<file path="src/rtl/lcd_avalon_responder.sv">
// Avalon-MM slave that runs word-addressed commands as timed HD44780-style LCD bus cycles.
// Build option LCD_BUSY_POLL_EN: poll the LCD busy flag after writes instead of a fixed recovery delay.
module lcd_avalon_responder #(
    parameter int SETUP_CYCLES   = 4,
    parameter int ENABLE_CYCLES  = 12,
    parameter int HOLD_CYCLES    = 4,
    parameter int RECOVER_CYCLES = 2000,
    parameter int CNT_W          = 16
) (
    input  logic        clk,
    input  logic        reset,
    input  logic [1:0]  address,
    input  logic        read,
    input  logic        write,
    input  logic [31:0] writedata,
    input  logic [3:0]  byteenable,
    output logic [31:0] readdata,
    output logic        readdatavalid,
    output logic        waitrequest,
    output logic        lcd_rs,
    output logic        lcd_rw,
    output logic        lcd_e,
    output logic [7:0]  lcd_data_out,
    output logic        lcd_data_oe,
    input  logic [7:0]  lcd_data_in,
    output logic        lcd_on,
    output logic [2:0]  fsm_state
);

    // Handshake: a command transfers on a clock edge where (read|write)=1 and waitrequest=0;
    // read data transfers on every edge where readdatavalid=1, one response per accepted read, in order.

    typedef enum logic [2:0] {
        IDLE        = 3'd0,
        SETUP       = 3'd1,
        ENABLE      = 3'd2,
        HOLD        = 3'd3,
        RECOVER     = 3'd4,
        POLL_SETUP  = 3'd5,
        POLL_ENABLE = 3'd6,
        POLL_HOLD   = 3'd7
    } state_t;

    localparam logic [CNT_W-1:0] SETUP_LOAD   = CNT_W'(SETUP_CYCLES - 1);
    localparam logic [CNT_W-1:0] ENABLE_LOAD  = CNT_W'(ENABLE_CYCLES - 1);
    localparam logic [CNT_W-1:0] HOLD_LOAD    = CNT_W'(HOLD_CYCLES - 1);
    localparam logic [CNT_W-1:0] RECOVER_LOAD = CNT_W'(RECOVER_CYCLES - 1);

    state_t           state_q, state_d;
    logic [CNT_W-1:0] cnt_q, cnt_d;
    logic             is_write_q, is_write_d;
    logic             busy_q, busy_d;
    logic             rs_d, rw_d, e_d, oe_d, on_d, rvalid_d;
    logic [7:0]       dout_d;
    logic [31:0]      rdata_d;
    logic             accept;
    logic             cnt_done;
    logic             unused_bits;

    assign waitrequest = (state_q != IDLE);
    assign accept      = (read | write) & ~waitrequest;
    assign cnt_done    = (cnt_q == '0);
    assign fsm_state   = state_q;
    assign unused_bits = ^{writedata[31:8], byteenable[3:1]};

    always_comb begin
        state_d    = state_q;
        cnt_d      = cnt_q;
        is_write_d = is_write_q;
        busy_d     = busy_q;
        rs_d       = lcd_rs;
        rw_d       = lcd_rw;
        dout_d     = lcd_data_out;
        on_d       = lcd_on;
        rdata_d    = readdata;
        rvalid_d   = 1'b0;

        case (state_q)
            IDLE: begin
                if (accept) begin
                    // read&write together is treated as a write
                    if (write) begin
                        if (!address[1] && byteenable[0]) begin
                            rs_d       = address[0];
                            rw_d       = 1'b0;
                            dout_d     = writedata[7:0];
                            is_write_d = 1'b1;
                            state_d    = SETUP;
                            cnt_d      = SETUP_LOAD;
                        end else if (address == 2'd2 && byteenable[0]) begin
                            on_d = writedata[0];
                        end
                    end else if (!address[1]) begin
                        rs_d       = address[0];
                        rw_d       = 1'b1;
                        is_write_d = 1'b0;
                        state_d    = SETUP;
                        cnt_d      = SETUP_LOAD;
                    end else begin
                        rvalid_d = 1'b1;
                        rdata_d  = (address == 2'd2) ? {31'b0, lcd_on} : 32'b0;
                    end
                end
            end
            SETUP: begin
                if (cnt_done) begin
                    state_d = ENABLE;
                    cnt_d   = ENABLE_LOAD;
                end else begin
                    cnt_d = cnt_q - 1'b1;
                end
            end
            ENABLE: begin
                if (cnt_done) begin
                    state_d = HOLD;
                    cnt_d   = HOLD_LOAD;
                    if (!is_write_q) rdata_d = {24'b0, lcd_data_in};
                end else begin
                    cnt_d = cnt_q - 1'b1;
                end
            end
            HOLD: begin
                if (cnt_done) begin
                    if (is_write_q) begin
`ifdef LCD_BUSY_POLL_EN
                        state_d = POLL_SETUP;
                        cnt_d   = SETUP_LOAD;
                        rs_d    = 1'b0;
                        rw_d    = 1'b1;
`else
                        state_d = RECOVER;
                        cnt_d   = RECOVER_LOAD;
`endif
                    end else begin
                        state_d  = IDLE;
                        rvalid_d = 1'b1;
                    end
                end else begin
                    cnt_d = cnt_q - 1'b1;
                end
            end
            RECOVER: begin
                if (cnt_done) state_d = IDLE;
                else          cnt_d   = cnt_q - 1'b1;
            end
`ifdef LCD_BUSY_POLL_EN
            POLL_SETUP: begin
                if (cnt_done) begin
                    state_d = POLL_ENABLE;
                    cnt_d   = ENABLE_LOAD;
                end else begin
                    cnt_d = cnt_q - 1'b1;
                end
            end
            POLL_ENABLE: begin
                if (cnt_done) begin
                    state_d = POLL_HOLD;
                    cnt_d   = HOLD_LOAD;
                    busy_d  = lcd_data_in[7];
                end else begin
                    cnt_d = cnt_q - 1'b1;
                end
            end
            POLL_HOLD: begin
                if (cnt_done) begin
                    state_d = busy_q ? POLL_SETUP : IDLE;
                    cnt_d   = SETUP_LOAD;
                end else begin
                    cnt_d = cnt_q - 1'b1;
                end
            end
`endif
            default: state_d = IDLE;
        endcase

        // Strobe and bus drive are registered from the next state so they never glitch
        e_d  = (state_d == ENABLE) || (state_d == POLL_ENABLE);
        oe_d = is_write_d && (state_d inside {SETUP, ENABLE, HOLD});
    end

    always_ff @(posedge clk or posedge reset) begin
        if (reset) begin
            state_q       <= IDLE;
            cnt_q         <= '0;
            is_write_q    <= 1'b0;
            busy_q        <= 1'b0;
            lcd_rs        <= 1'b0;
            lcd_rw        <= 1'b1;
            lcd_e         <= 1'b0;
            lcd_data_out  <= 8'h00;
            lcd_data_oe   <= 1'b0;
            lcd_on        <= 1'b0;
            readdata      <= 32'h0;
            readdatavalid <= 1'b0;
        end else begin
            state_q       <= state_d;
            cnt_q         <= cnt_d;
            is_write_q    <= is_write_d;
            busy_q        <= busy_d;
            lcd_rs        <= rs_d;
            lcd_rw        <= rw_d;
            lcd_e         <= e_d;
            lcd_data_out  <= dout_d;
            lcd_data_oe   <= oe_d;
            lcd_on        <= on_d;
            readdata      <= rdata_d;
            readdatavalid <= rvalid_d;
        end
    end

endmodule

</file>
<file path="config.mk">
export PLATFORM = sky130hd
export DESIGN_NAME = lcd_avalon_responder
export DESIGN_NICKNAME = d
export VERILOG_FILES = /design/src/rtl/lcd_avalon_responder.sv
export SDC_FILE = /design/constraint.sdc
export NUM_CORES = 1
export LEC_CHECK = 0
export ABC_AREA = 1
export BUFFER_PORTS_ARGS = -buffer_cell sky130_fd_sc_hd__buf_2
export CAP_MARGIN = 20
export CORE_MARGIN = 5
export CORE_UTILIZATION = 38
export CTS_BUF_LIST = sky130_fd_sc_hd__clkbuf_4
export CTS_CLUSTER_DIAMETER = 120
export DETAILED_ROUTE_END_ITERATION = 16
export GPL_TIMING_DRIVEN = 0
export HOLD_SLACK_MARGIN = 0.08
export PLACE_DENSITY = 0.7
export SYNTH_ARGS = -nofsm -noshare
export SYNTH_HDL_FRONTEND = slang
export SYNTH_SLANG_ARGS = --single-unit
</file>
<file path="constraint.sdc">
create_clock -name clk -period 2.1 [get_ports clk]
set_input_delay 0.105 -clock clk [delete_from_list [all_inputs] [get_ports clk]]
set_output_delay 0.105 -clock clk [all_outputs]
set_load 0.02 [all_outputs]
</file>
Word-level counts from Yosys, hierarchy flattened

Cells that the tools add are included.

Register bits: 66
Input bits: 50
Output and inout port bits: 50
Word-level logic and storage cells: 96

$add $sub $neg: 1
Eq/ne operators: 20
Mux-type cells: 44
Bitwise logic cells: 4
Reduce and logical (&&, ||, !) cells: 16

Operators by type and width:

| operator                                            | number |
|---|---|
| 2-to-1 mux 32 bit                                   | 5 |
| 2-to-1 mux 16 bit                                   | 9 |
| case mux 16 bit (5 select lines)                    | 1 |
| case mux 32 bit (2 select lines)                    | 1 |
| 2-to-1 mux 3 bit                                    | 9 |
| 2-to-1 mux 1 bit                                    | 17 |
| zero test 16 bit                                    | 1 |
| subtractor 16 x 1 -> 16 bit (second input constant) | 1 |
| case mux 3 bit (5 select lines)                     | 1 |
| == test 3 x 2 -> 1 bit (second input constant)      | 4 |
| != test 2 bit (second input constant)               | 6 |
| AND reduction 6 bit                                 | 2 |
| != test 3 bit (second input constant)               | 3 |
| AND reduction 4 bit                                 | 2 |
| == test 3 x 1 -> 1 bit (second input constant)      | 2 |
| == test 3 bit (second input constant)               | 2 |
| nonzero test 3 bit                                  | 2 |
| AND reduction 5 bit                                 | 1 |
| nonzero test 5 bit                                  | 1 |
| != test 2 x 1 -> 1 bit (second input constant)      | 2 |
| logical AND 1 bit                                   | 3 |
| zero test 3 bit                                     | 1 |
| == test 2 bit (second input constant)               | 1 |
| NOT 1 bit                                           | 2 |
| 6 further kinds                                     | 6 |

Longest topological paths before layout

Depth after elaboration: 9
Gate-level depth with buffers: 12
Depth with buffers taken out: 11

Worst setup path before layout

No wires, ideal clock.

Kind: flip-flop to flip-flop
Start point: register state_q[1], in the netlist fsm_state[1]
End point: register lcd_data_out[1]
Setup time: 0.125 ns
Arrival time: 1.657 ns
Required time: 1.975 ns
Setup slack: 0.318 ns
Stages on the path, launching flop included: 7
Path buffers: 0
Clock period less this slack: 1.782 ns
Cells stage by stage: dfrtp_1 nor2_2 nand2_2 a21oi_4 nand2_2 nor2_4 mux2_2

Word-level cells in the longest chain between the ends: 4
Elaborated cells on any way between the ends: 5
Those cells by class: bitwise (2); reduce/logical (3)

Ends and longest elaborated chain:

| what                          | RTL line | RTL |
|---|---|---|
| start, declared               | 49       | `state_t state_q, state_d;` |
| start signal, assigned        | 196      | `state_q <= state_d;` |
| nonzero test 3 bit            | 60       | `assign waitrequest = (state_q != IDLE);` |
| named net waitrequest         | 19       | `output logic waitrequest,` |
| NOT 1 bit                     | 61       | `assign accept = (read \| write) & ~waitrequest;` |
| bitwise AND 1 bit             | 61       |  |
| AND reduction 4 bit (no line) | -        |  |
| end signal, assigned          | 203      | `lcd_data_out <= dout_d;` |
| end, declared                 | 23       | `output logic [7:0] lcd_data_out,` |

The timed path passes the listed nets, and every way through them passes these cells.
A chain may end at the register's enable or synchronous reset.

Worst setup path in the final report

Start point: register cnt_q[0]
End point: register readdata[7]

Word-level cells in the longest chain between the ends: 3

Ends and longest elaborated chain:

| what                          | RTL line | RTL |
|---|---|---|
| start, declared               | 50       | `logic [CNT_W-1:0] cnt_q, cnt_d;` |
| start signal, assigned        | 197      | `cnt_q <= cnt_d;` |
| zero test 16 bit              | 62       | `assign cnt_done = (cnt_q == '0);` |
| != test 2 bit (no line)       | -        |  |
| AND reduction 6 bit (no line) | -        |  |
| end signal, assigned          | 206      | `readdata <= rdata_d;` |
| end, declared                 | 17       | `output logic [31:0] readdata,` |

Every way passes these cells.

==> impl_results.md <==
- DIE HEIGHT: 94.32 µm
- Leak Pwr: 1.851 nW
- Synth Register Bits: 42
- Peak supply drop: 0.3260 mV
- Chip width: 94.32 µm
- Routed WL: 6584 µm
- Core ar.: 0.006869 mm²
- Number of global-route vias before repair: 2,546
- Crit path kind: flip-flop to flip-flop
- Most used DFF post-synth: dfrtp_1
- Syn Inst Count: 355
- Max Clk Rate: 0.5116 GHz
- Hold buffers post-CTS: 21
- Router iterations before antenna repair: 4
- Initial antenna violation count: 0
- CTS buffer count: 5
- Crit path cell chain: inv_1 > ha_1 > nand2_2 > nor2_2 > nand3_2 > nor2_2 > o21bai_2 > buf_6 > nand2_2 > o21ai_2
- CP peak stage delay: 0.43 ns
- Number of synthesized flops with an enable pin: 0
- Layout cells sized above 1: 28.51%
- Total GRT Usage: 15.71%
- Hold Crit Class: input port to flip-flop
- Area growth syn-to-layout: 28.81%
- Drt drc: 0
- Reg clk slew, reported paths: 0.13 ns
- Number of buffers and inverters on the critical path: 2
- Critical Path Sink Type: flip-flop
- Final Hold Vio Count: 0
- Syn Area/Cell: 7.609 µm²
- Max-slew violation count: 0
- Slew headroom: 57.98%
- Final core occ: 50.66%
- Worst setup SP type: flip-flop
- Cell at the slowest stage of the critical path: dfrtp_1
- Nets: 506
- Worst-Margin Slew: 0.6279 ns
- Post-route minimum period: 1.955 ns
- Fin cells: 552
- Largest net degree at the start of global routing: 43
- DP Worst Slack: 0.1708 ns
- Clk_lat worst skew: 0.35 ns
- Fin Setup TNS: 0 ns
- MaxCap Viol Count: 0
- Row count: 30
- Ys async rst share: 100.0%
- Status: completed
- Dpl cells: 523
- Ant diodes: 0
- Crit share post-route: 93.08%
- Die ar.: 0.008895 mm²
- Gr ovfl total: 0
- CP top delay family: simple AND/OR/NAND/NOR gates
- RSZ-0062 raised after global routing: no
- PwrDens: 473.1 mW/mm²
- Io pins: 100
- Skew final: 0.009979 ns
- H-tree depth: 2
- CTS root buf: clkbuf_4
- Synth Cell Area: 0.002701 mm²
- Clock Tree Buf Depth: 2
- CTS resizes: 0
- Postcts setup bufs: 0
- TritonCTS clock tree: built
- Sequential element share of the synthesized area: 38.95%
- Drt via density: 4.576
- Sinks on Clock Net: 42
- # port buffers: 48
- Crit path DAT: 2.21 ns
- Post-route ant nets: 0
- Post-place instance area: 0.003168 mm²
- Max FO, Critical Path: 10
- First-pass GRT wire length: 11,300 µm
- Post-route setup slack: 0.1453 ns
- Finished Cell Area: 0.003480 mm²
- Worst hold margin: 0.1068 ns
- Effective utilization at floorplan: 39.33%
- Gpl congestion: 0.8835
- Wire per inst: 11.93 µm
- DP HPWL: 4782 µm
- CP required: 2.36 ns
- Synth unique cells: 35
- DR vias: 2,526
- Final Power: 1.646 mW
- Finish-stage setup viols: 0
- Initial drt markers: 144
- Syn. warnings: 0
-- power breakdown --
part | internal (mW) | switching [mW] | total [mW]
combinational | 0.0850 | 0.0993 | 0.184
clock | 0.367 | 0.272 | 0.639
sequential | 0.819 | 0.00431 | 0.823
-- synth_stat cells, types with 2 or more instances --
cell	instances	area [µm²]
nand2_1	109	409.1
o211ai_1	4	30.03
dfrtp_1	41	1026
nand3_1	22	110.1
o21ai_0	18	90.09
xor2_1	6	52.55
o21ai_1	3	15.01
mux2_2	8	90.09
buf_6	3	33.78
buf_4	25	187.7
nor2_4	3	33.78
nand4_1	6	37.54
nand3_2	2	20.02
nand2_2	6	37.54
nor2_2	7	43.79
inv_2	4	15.01
a21oi_1	6	30.03
o21ai_2	8	70.07
inv_1	30	112.6
nor2_1	29	108.9
-- worst register-to-register path, delay by kind of cell, from the launching register on --
kind            cells  cell delay, ns
simple gates        5            0.66
flops               1            0.43
buf+inv             2            0.32
fa+ha+maj           1            0.26
compound gates      2            0.18
-- logic make-up after synthesis --
group                      after synthesis  share of synthesized area (%)
and+or+nand+nor                        190                          31.64
DFF                                     42                          38.95
buffers and inverters                   64                          13.25
xor gates and xnor gates                 7                          2.270
other                                    1                         0.1388
AOI/OAI and AO/OA                       42                          9.959
muxes                                    8                          3.335
adders and majority gates                1                         0.4631
-- sequential cells by signal (all words and copies together) (netlist names) --
| register | cells |
|---|---|
| readdata | 8 |
| lcd_data_out | 8 |
| lcd_on | 1 |
| readdatavalid | 1 |
| lcd_data_oe | 1 |
| lcd_rw | 1 |
| is_write_q | 1 |
| lcd_rs | 1 |
| lcd_e | 1 |
| fsm_state | 3 |
| cnt_q | 16 |
-- cell usage in the layout, fill, tap and decap left out, types with 2 or more instances in the layout --
cell type      synthesis  layout
nand2_1              109     109
buf_2                  1      49
dfrtp_1               41      41
inv_1                 30      29
nor2_1                29      29
buf_4                 25      25
conb_1                 1      24
nand3_1               22      22
dlygate4sd3_1          0      21
o21ai_0               18      18
mux2_2                 8       8
o21ai_2                8       8
nor2_2                 7       7
nand2_2                6       6
nand4_1                6       6
a21oi_1                6       6
xor2_1                 6       6
inv_2                  4       5
clkbuf_4               0       5
o211ai_1               4       4
nor2_4                 3       3
buf_6                  3       3
o21ai_1                3       3
nand3_2                2       2
bufinv_16              0       2
-- routing by layer --
metal | routed length [µm] | global-route usage (%)
met3 | 473 | 4.327
met5 | 0 | 0
met2 | 3206 | 27.13
met1 | 2775 | 18.88
met4 | 127 | 5.054
-- path summary, 6_finish.rpt --
| kind | from | slack [ns] | endpoint | depth (start not counted) |
|---|---|---|---|---|
| hold reg to reg | lcd_rw | 0.47 | lcd_rw | 2 |
| setup / recovery | cnt_q[0] | 0.15 | readdata[7] | 10 |
| max in group asynchronous | reset | 1.50 | lcd_rw | 4 |
| setup reg to reg | cnt_q[0] | 0.15 | readdata[7] | 10 |
| min in group asynchronous | reset | 0.33 | lcd_rs | 4 |
| hold / removal | write | 0.11 | lcd_on | 4 |
-- area by class of cell --
class	count	area [µm²]
repair buffers	70	470.5
clock buffers	5	37.54
flip-flops and latches	42	1052
clock inverters	3	63.81
well taps	96	120.1
multi-input cells	272	1378
fillers	636	3390
plain buffers	30	230.2
inverters	34	127.6
(Power assumes the default switching activity.)
